`src/rtl/data_mem_io.sv`:
```
// Data memory with a memory-mapped UART transmitter: 240-byte RAM, a STATUS register
// and a TXDATA register that feeds a 4-entry FIFO drained by an 8N1 serial shifter.
module data_mem_io #(
  parameter int CLKS_PER_BIT = 434
) (
  input  logic       clk,
  input  logic       rst,
  input  logic       memWrite,
  input  logic [7:0] toDataMemoryAddress,
  input  logic [7:0] toDataMemory,
  output logic [7:0] fromDataMemory,
  output logic       txd,
  output logic       txBusy
);

  localparam logic [7:0]  ADDR_STATUS = 8'hF0;
  localparam logic [7:0]  ADDR_TXDATA = 8'hF1;
  localparam logic [15:0] BAUD_LAST   = 16'(CLKS_PER_BIT - 1);

  typedef enum logic [1:0] {IDLE, START, DATA, STOP} state_t;

  logic [7:0]  ram [0:239];
  logic [7:0]  fifo [0:3];
  logic [1:0]  rd_ptr, wr_ptr;
  logic [2:0]  count;
  logic        overflow;
  state_t      state;
  logic [15:0] baud;
  logic [2:0]  bit_cnt;
  logic [7:0]  shreg;

  logic is_ram, full, empty, wr_txdata, wr_status, push, drop, pop, baud_done;

  assign is_ram    = (toDataMemoryAddress < ADDR_STATUS);
  assign full      = (count == 3'd4);
  assign empty     = (count == 3'd0);
  assign wr_txdata = memWrite && (toDataMemoryAddress == ADDR_TXDATA);
  assign wr_status = memWrite && (toDataMemoryAddress == ADDR_STATUS);
  // Fullness is judged before the edge, so a same-edge pop never rescues a push.
  assign push      = wr_txdata && !full;
  assign drop      = wr_txdata && full;
  assign pop       = (state == IDLE) && !empty;
  assign baud_done = (baud == BAUD_LAST);
  assign txBusy    = (state != IDLE) || !empty;

  always_comb begin
    fromDataMemory = 8'h00;
    if (is_ram)
      fromDataMemory = ram[toDataMemoryAddress];
    else if (toDataMemoryAddress == ADDR_STATUS)
      fromDataMemory = {4'b0000, overflow, txBusy, empty, full};
  end

  always_ff @(posedge clk or negedge rst) begin
    if (!rst) begin
      state    <= IDLE;
      txd      <= 1'b1;
      rd_ptr   <= 2'd0;
      wr_ptr   <= 2'd0;
      count    <= 3'd0;
      overflow <= 1'b0;
      baud     <= 16'd0;
      bit_cnt  <= 3'd0;
    end else begin
      if (push) wr_ptr <= wr_ptr + 2'd1;
      if (pop)  rd_ptr <= rd_ptr + 2'd1;
      case ({push, pop})
        2'b10:   count <= count + 3'd1;
        2'b01:   count <= count - 3'd1;
        default: count <= count;
      endcase

      if (drop)
        overflow <= 1'b1;
      else if (wr_status)
        overflow <= 1'b0;

      case (state)
        IDLE: begin
          txd     <= 1'b1;
          baud    <= 16'd0;
          bit_cnt <= 3'd0;
          if (pop) begin
            state <= START;
            txd   <= 1'b0;
          end
        end
        START: begin
          if (baud_done) begin
            baud    <= 16'd0;
            bit_cnt <= 3'd0;
            state   <= DATA;
            txd     <= shreg[0];
          end else begin
            baud <= baud + 16'd1;
          end
        end
        DATA: begin
          if (baud_done) begin
            baud <= 16'd0;
            if (bit_cnt == 3'd7) begin
              state <= STOP;
              txd   <= 1'b1;
            end else begin
              bit_cnt <= bit_cnt + 3'd1;
              txd     <= shreg[1];
            end
          end else begin
            baud <= baud + 16'd1;
          end
        end
        default: begin
          if (baud_done) begin
            baud  <= 16'd0;
            state <= IDLE;
          end else begin
            baud <= baud + 16'd1;
          end
        end
      endcase
    end
  end

  // Storage and shift data carry no reset; control above decides when they matter.
  always_ff @(posedge clk) begin
    if (memWrite && is_ram)
      ram[toDataMemoryAddress] <= toDataMemory;
    if (push)
      fifo[wr_ptr] <= toDataMemory;
    if (pop)
      shreg <= fifo[rd_ptr];
    else if ((state == DATA) && baud_done && (bit_cnt != 3'd7))
      shreg <= {1'b0, shreg[7:1]};
  end

endmodule

```
`config.mk`:
```
export PLATFORM = sky130hd
export DESIGN_NAME = data_mem_io
export DESIGN_NICKNAME = d
export VERILOG_FILES = /design/src/rtl/data_mem_io.sv
export SDC_FILE = /design/constraint.sdc
export NUM_CORES = 2
export LEC_CHECK = 0
export ABC_CLOCK_PERIOD_IN_PS = 4500
export CORE_MARGIN = 3
export CORE_UTILIZATION = 45
export CTS_BUF_LIST = sky130_fd_sc_hd__clkbuf_8
export CTS_CLUSTER_SIZE = 16
export DETAILED_ROUTE_END_ITERATION = 7
export HOLD_SLACK_MARGIN = 0.1
export RECOVER_POWER = 100
export SYNTH_ARGS = -nofsm -noshare
export SYNTH_HDL_FRONTEND = slang
export SYNTH_SLANG_ARGS = --single-unit
```
`constraint.sdc`:
```
create_clock -name clk -period 4.5 [get_ports clk]
set_clock_uncertainty 0.15 [all_clocks]
set_input_delay 0.9 -clock clk [delete_from_list [all_inputs] [get_ports clk]]
set_output_delay 0.9 -clock clk [all_outputs]
set_load 0.03 [all_outputs]
```
# Word-level counts from Yosys, hierarchy flattened
# Memory sizes are Yosys's and may differ from the RTL's.
# Index checks and enable logic that the tools add are counted.
[op_classes]
addsub = 6
multipliers = 0
div_mod_pow = 0
magnitude_cmp = 1
eq_ne = 15
n_shift = 0
mux = 28
n_bitwise = 0
n_reduce_logical = 22
[ops]
columns = ["operator", "count"]
rows = [
  ["two-way mux 16 bit", 2],
  ["two-way mux 8 bit", 3],
  ["adder 16 x 1 -> 16 bit, second input constant", 1],
  ["== test 16 x 9 -> 1 bit, second input constant", 1],
  ["== test 8 bit, second input constant", 2],
  ["two-way mux 1 bit", 10],
  ["two-way mux 2 bit", 5],
  ["inequality test 2 bit, second input constant", 5],
  ["nonzero test 2 bit", 5],
  ["two-way mux 3 bit", 3],
  ["case mux 3 bit (3 select lines)", 1],
  ["logical AND 1 bit", 8],
  ["< comparator 8 bit, second input constant", 1],
  ["adder 3 x 1 -> 3 bit, second input constant", 2],
  ["== test 3 bit, second input constant", 2],
  ["case mux 2 bit (3 select lines)", 1],
  ["case mux 3 bit (2 select lines)", 1],
  ["AND reduction 5 bit", 1],
  ["adder 2 x 1 -> 2 bit, second input constant", 2],
  ["== test 2 x 1 -> 1 bit, second input constant", 2],
  ["== test 2 bit, second input constant", 2],
  ["two-way mux 4 bit", 1],
  ["AND reduction 4 bit", 1],
  ["logical NOT 3 bit", 1],
  ["8 further kinds", 9],
]
[word_totals]
register_bits = 38
latch_bits = 0
ram_bits = 1952
rom_bits = 0
in_bits = 19
out_inout_bits = 10
wordCells = 83
n_memories = 2
[memory_table]
columns = ["name", "depth", "word_bits", "rd", "rd_ports_with_merged_regs", "write_ports", "line", "rtl"]
rows = [
  ["ram", 240, 8, 1, 0, 1, "22", "logic [7:0] ram [0:239];"],
  ["fifo", 4, 8, 1, 0, 1, "23", "logic [7:0] fifo [0:3];"],
]

# Logic depth before layout (Yosys ltp)
[logic_depth]
ltp_word = 5
depth_mapped = 17
ltp_nobuf = 10

# Worst setup path before layout
# No wires, ideal clock.
[synth_timing]
path_type = "input port to output port"
from = "input toDataMemoryAddress[0]"
to = "output fromDataMemory[0]"
arrival_time_ps = 3394
t_required_ps = 3450
setup_slack_ps = 56
cell_stages = 13
n_path_buf = 7
path_cell_list = "buf_6 buf_12 buf_12 buf_12 buf_8 buf_8 buf_6 a211oi_1 a2111oi_0 nor4_1 nor3_1 nor4_1 nor3_1"
[synth_between]
elab_chain_len = 3
elab_cells_between_ends = 5
classes_between = "1 x order compare; 1 x eq/ne; 2 x mux; 1 x memory"
[synth_rtl]
columns = ["item", "line", "rtl"]
rows = [
  ["from (decl)", "9", "input logic [7:0] toDataMemoryAddress,"],
  ["branches (longest 2 deep; another with memory (240 x 8 bit))", "-", ""],
  ["two-way mux 8 bit (*)", "48", "if (is_ram)"],
  ["to (decl)", "11", "output logic [7:0] fromDataMemory,"],
]
# Every way passes the cells marked *.

# Worst setup path in the final report
[layout_timing]
from = "input toDataMemoryAddress[7]"
to = "output fromDataMemory[5]"
[layout_between]
elab_chain_len = 2
elab_cells_between_ends = 3
classes_between = "1 x order compare; 1 x mux; 1 x memory"
[layout_rtl]
columns = ["item", "line"]
rows = [
  ["memory (240 x 8 bit) or < comparator 8 bit (tied branches)", "-"],
  ["two-way mux 8 bit (*)", "48"],
]
# Mark *: on every way between the ends. The rest lies on a longest branch, timed or not.

==> results.cfg <==
[sta]
clock.fmax_mhz = 201
setup_viol_count_final = 145
setup_slack_ns = -0.463
final.min_clock_period_ns = 4.96
period_share_pct = 110
slew_headroom_pct = -197
rsz0062_at_grt = true
finalHoldViolCount = 0
finalMaxSlewViolations = 1254
worst_slew_pin_slew_ns = 4.46

[worst_setup_path]
crit_family = buffers and inverters
slowest_stage = nor3_1
critPathBufInv = 4
crit_chain = clkbuf_1 -> buf_4 -> nand2b_1 -> nor3_1 -> a22o_1 -> a221oi_2 -> buf_4 -> a31oi_1 -> a32o_2 -> a21o_1 -> buf_4
rr_worst_depth = 11
r2r_start = count[0]$_DFFE_PN0P_
cp.required_ns = 3.45
critPathKind = input port to output pin
crit_path_end_kind = output pin
startpoint_type = input port
crit_arrival_ns = 3.91
r2r_slack_ns = 1.86
max_stage_delay_ns = 0.56
crit_top_cell = buf_4
r2r_end = count[2]$_DFFE_PN0P_
crit_fanout = 12

[global_route]
first_global_vias = 43400
antenna_found_initial = 10
grt_overflow = 0
grt_usage_pct = 24.9
grt_pass1_wl_mm = 318
grt_max_degree = 142

[power_and_ir_drop]
ir_drop_mv = 0.205
p_seq_share_pct = 54.6
switching_share_pct = 23.3
p_per_area_mw_per_mm2 = 408
switching_power_uw = 8800
p_int_uw = 29000
pwr-share-comb_pct = 7.6
p_clk_share_pct = 37.8
power.leakage_uw = 0.0303

[finish]
multi_input_area_mm2 = 0.0178
final_cells = 7269
regArea_mm2 = 0.0596
drive_above_1_share_pct = 31.0
n_fill_cell = 13600
final_net_count = 4756
synthToLayoutAreaGrowth_pct = 18.4

[yosys]
syn-cell-area_mm2 = 0.0782
yosysWarnings = 0
synthCells = 3768
synth_seq_area_share_pct = 76.2
synthArstFlopShare_pct = 1.51
synth.avg_cell_area_um2 = 20.7
ys_types = 86
ys_seq_elements = 1990
synthFlopType = edfxtp_1
syn-num-nets = 3801
synth_edf_count = 1960

[clocking]
clkSlewWorstSetupHoldPaths_ns = 0.06
clock_latency_ns = 1.00
cts_tree = yes
clock_sinks = 1990
clock-root-buffer = clkbuf_8
cts.htree.levels = 5
clk_path_buf_depth = 4
cts_buffers = 334

[detailed_routing]
drc = 0
viasPerCell = 5.89
drtIter0Drc = 5345
dr.pass1.iters = 5
avgRoutedWirePerCell_um = 30.6
vias = 42800
ant_nets = 0
wirelength_mm = 222

[die]
die_w_um = 423
placement_rows = 152
core-area_mm2 = 0.172
io_pins = 29
die_area_mm2 = 0.179
die_h_um = 423
start_util_pct = 45.4

[placed_design]
routabilityCongestion = 0.940
portBuffers = 28
place_inst = 6636
dpl_worst_slack_ns = -1.14
hpwlAfterDp_mm = 145

[outcome]
violations = capacitance limit, slew limit, setup timing
status = finished with violations

[worst_hold_path]
hp-start = txd$_DFFE_PN1P_
min_to = txd$_DFFE_PN1P_
whs_path_depth = 2
hold_path_class = register to register

[job]
cap_violations = 23
[metal layers]
metal	global-route usage [%]	share of wire, %	routed length [um]
met5	0	0.012	26
met4	10.3	4.6	10100
met3	5.79	9.2	20500
met2	38.2	46	103000
met1	34.6	40	88700
[placed cells by master (no fill, tap or decap), types with 29 or more instances in the layout]
cell	netlist	final
edfxtp_1	1960	1960
clkinv_2	0	30
inv_1	20	116
o21ai_0	41	36
a21oi_1	54	47
clkbuf_8	0	344
buf_12	4	55
clkinv_1	2	91
nand2_1	103	101
nor2_1	290	285
nand3_1	55	53
mux2i_1	122	113
dfrtp_1	29	29
mux4_2	464	466
clkbuf_1	94	283
a22oi_1	62	57
buf_4	25	430
[metrics by stage]
stage | hold WS [ns] | total power (uW) | utilization (%) | TNS, ns | cell area, um^2
floorplan | 0.307 | 22300 | - | 0 | 78200
global placement | 0.324 | 23700 | 50.3 | -6.15 | 86500
detailed placement | 0.324 | 23700 | 50.3 | -6.15 | 86500
CTS | 0.326 | 38100 | 54.4 | -1.72 | 93600
global route | 0.349 | 39100 | 53.8 | -27.97 | 92600
finish | 0.326 | 37800 | 53.8 | -14.29 | 92600
[tightest hold or removal path, delay by kind of cell, from the launching register on]
| kind | cells | cell delay, ns |
|---|---|---|
| and+or+nand+nor | 1 | 0.04 |
| AOI/OAI and AO/OA | 1 | 0.06 |
| DFF | 1 | 0.37 |
[logic make-up after synthesis]
family,share of synthesized area (%)
mux,15.4
simple gates,3.42
fa+ha+maj,0.234
buf+inv,1.82
xor+xnor,0.213
compound gates,2.68
flops,76.2
[state kept, by name (all words and copies together), names as in the netlist]
register / cells
rd_ptr: 2
overflow: 1
fifo: 32
count: 3
shreg: 8
txd: 1
baud: 16
wr_ptr: 2
ram: 1920
bit_cnt: 3
state: 2
[power by group through the flow]
stage          registers [uW]  logic, uW  clock network, uW
4_1_cts                 20600       2870              14600
6_report                20600       2860              14300
3_3_place_gp            21000       2660                  0
5_1_grt                 20600       3020              15400
2_1_floorplan           20900       1360                  0
3_5_place_dp            21000       2690                  0
[repair_timing]
item,in CTS,in global routing
buffers inserted,45,11
gates resized for setup,130,40
setup endpoints to repair,8,8
cloned,8,0
endpoints found under the hold margin,29,0
hold buffers,1,0
pin swaps,27,20
[worst max path at each step]
stage,from,slack [ns],cells past startpoint,endpoint
detailed placement,toDataMemoryAddress[0],-1.14,12,fromDataMemory[1]
CTS,ram[18][7]$_DFFE_PP_,-0.31,7,fromDataMemory[7]
finish,toDataMemoryAddress[7],-0.46,11,fromDataMemory[5]
global placement,toDataMemoryAddress[0],-1.18,12,fromDataMemory[1]
global route,toDataMemoryAddress[7],-0.35,12,fromDataMemory[0]
floorplan,toDataMemoryAddress[0],0.06,13,fromDataMemory[0]
[cell type report]
type / instances / area share [%]
clock inverter: 227 / 1.12
multi-input combinational: 1528 / 19.2
sequential: 1990 / 64.4
timing repair buffer: 845 / 6.91
tap: 2310 / 3.12
inverter: 24 / 0.105
clock buffer: 344 / 5.11
antenna: 1 / 0.00270
[cell usage after synthesis, drive strengths merged, types with 4 or more instances]
master | n | area, um^2
buf | 131 | 977
nand4bb | 4 | 45.0
nor2 | 290 | 1090
o31ai | 7 | 52.6
inv | 22 | 82.6
mux2i | 122 | 1220
xnor2 | 8 | 70.1
o2111ai | 4 | 35.0
a41oi | 4 | 35.0
nand2b | 13 | 81.3
mux2 | 22 | 248
a22oi | 63 | 478
nand2 | 103 | 387
nor3 | 20 | 100
a22o | 16 | 140
edfxtp | 1960 | 58900
a2111oi | 9 | 86.3
nand3 | 56 | 285
nor4 | 12 | 87.6
o22ai | 23 | 144
or4b | 4 | 40.0
mux4 | 468 | 10600
a32oi | 6 | 52.6
a21oi | 54 | 270
a31oi | 13 | 81.3
nand4 | 9 | 56.3
o21ai | 42 | 210
a211oi | 19 | 148
and3 | 12 | 75.1
and2 | 10 | 62.6
clkbuf | 95 | 358
o211ai | 7 | 57.6
ha | 13 | 163
a221oi | 12 | 105
or3 | 6 | 37.5
o221ai | 4 | 35.0
or2 | 5 | 31.3
dfrtp | 29 | 726
nor2b | 19 | 119
xor2 | 11 | 96.3
Power figures use the tool's default switching activity.
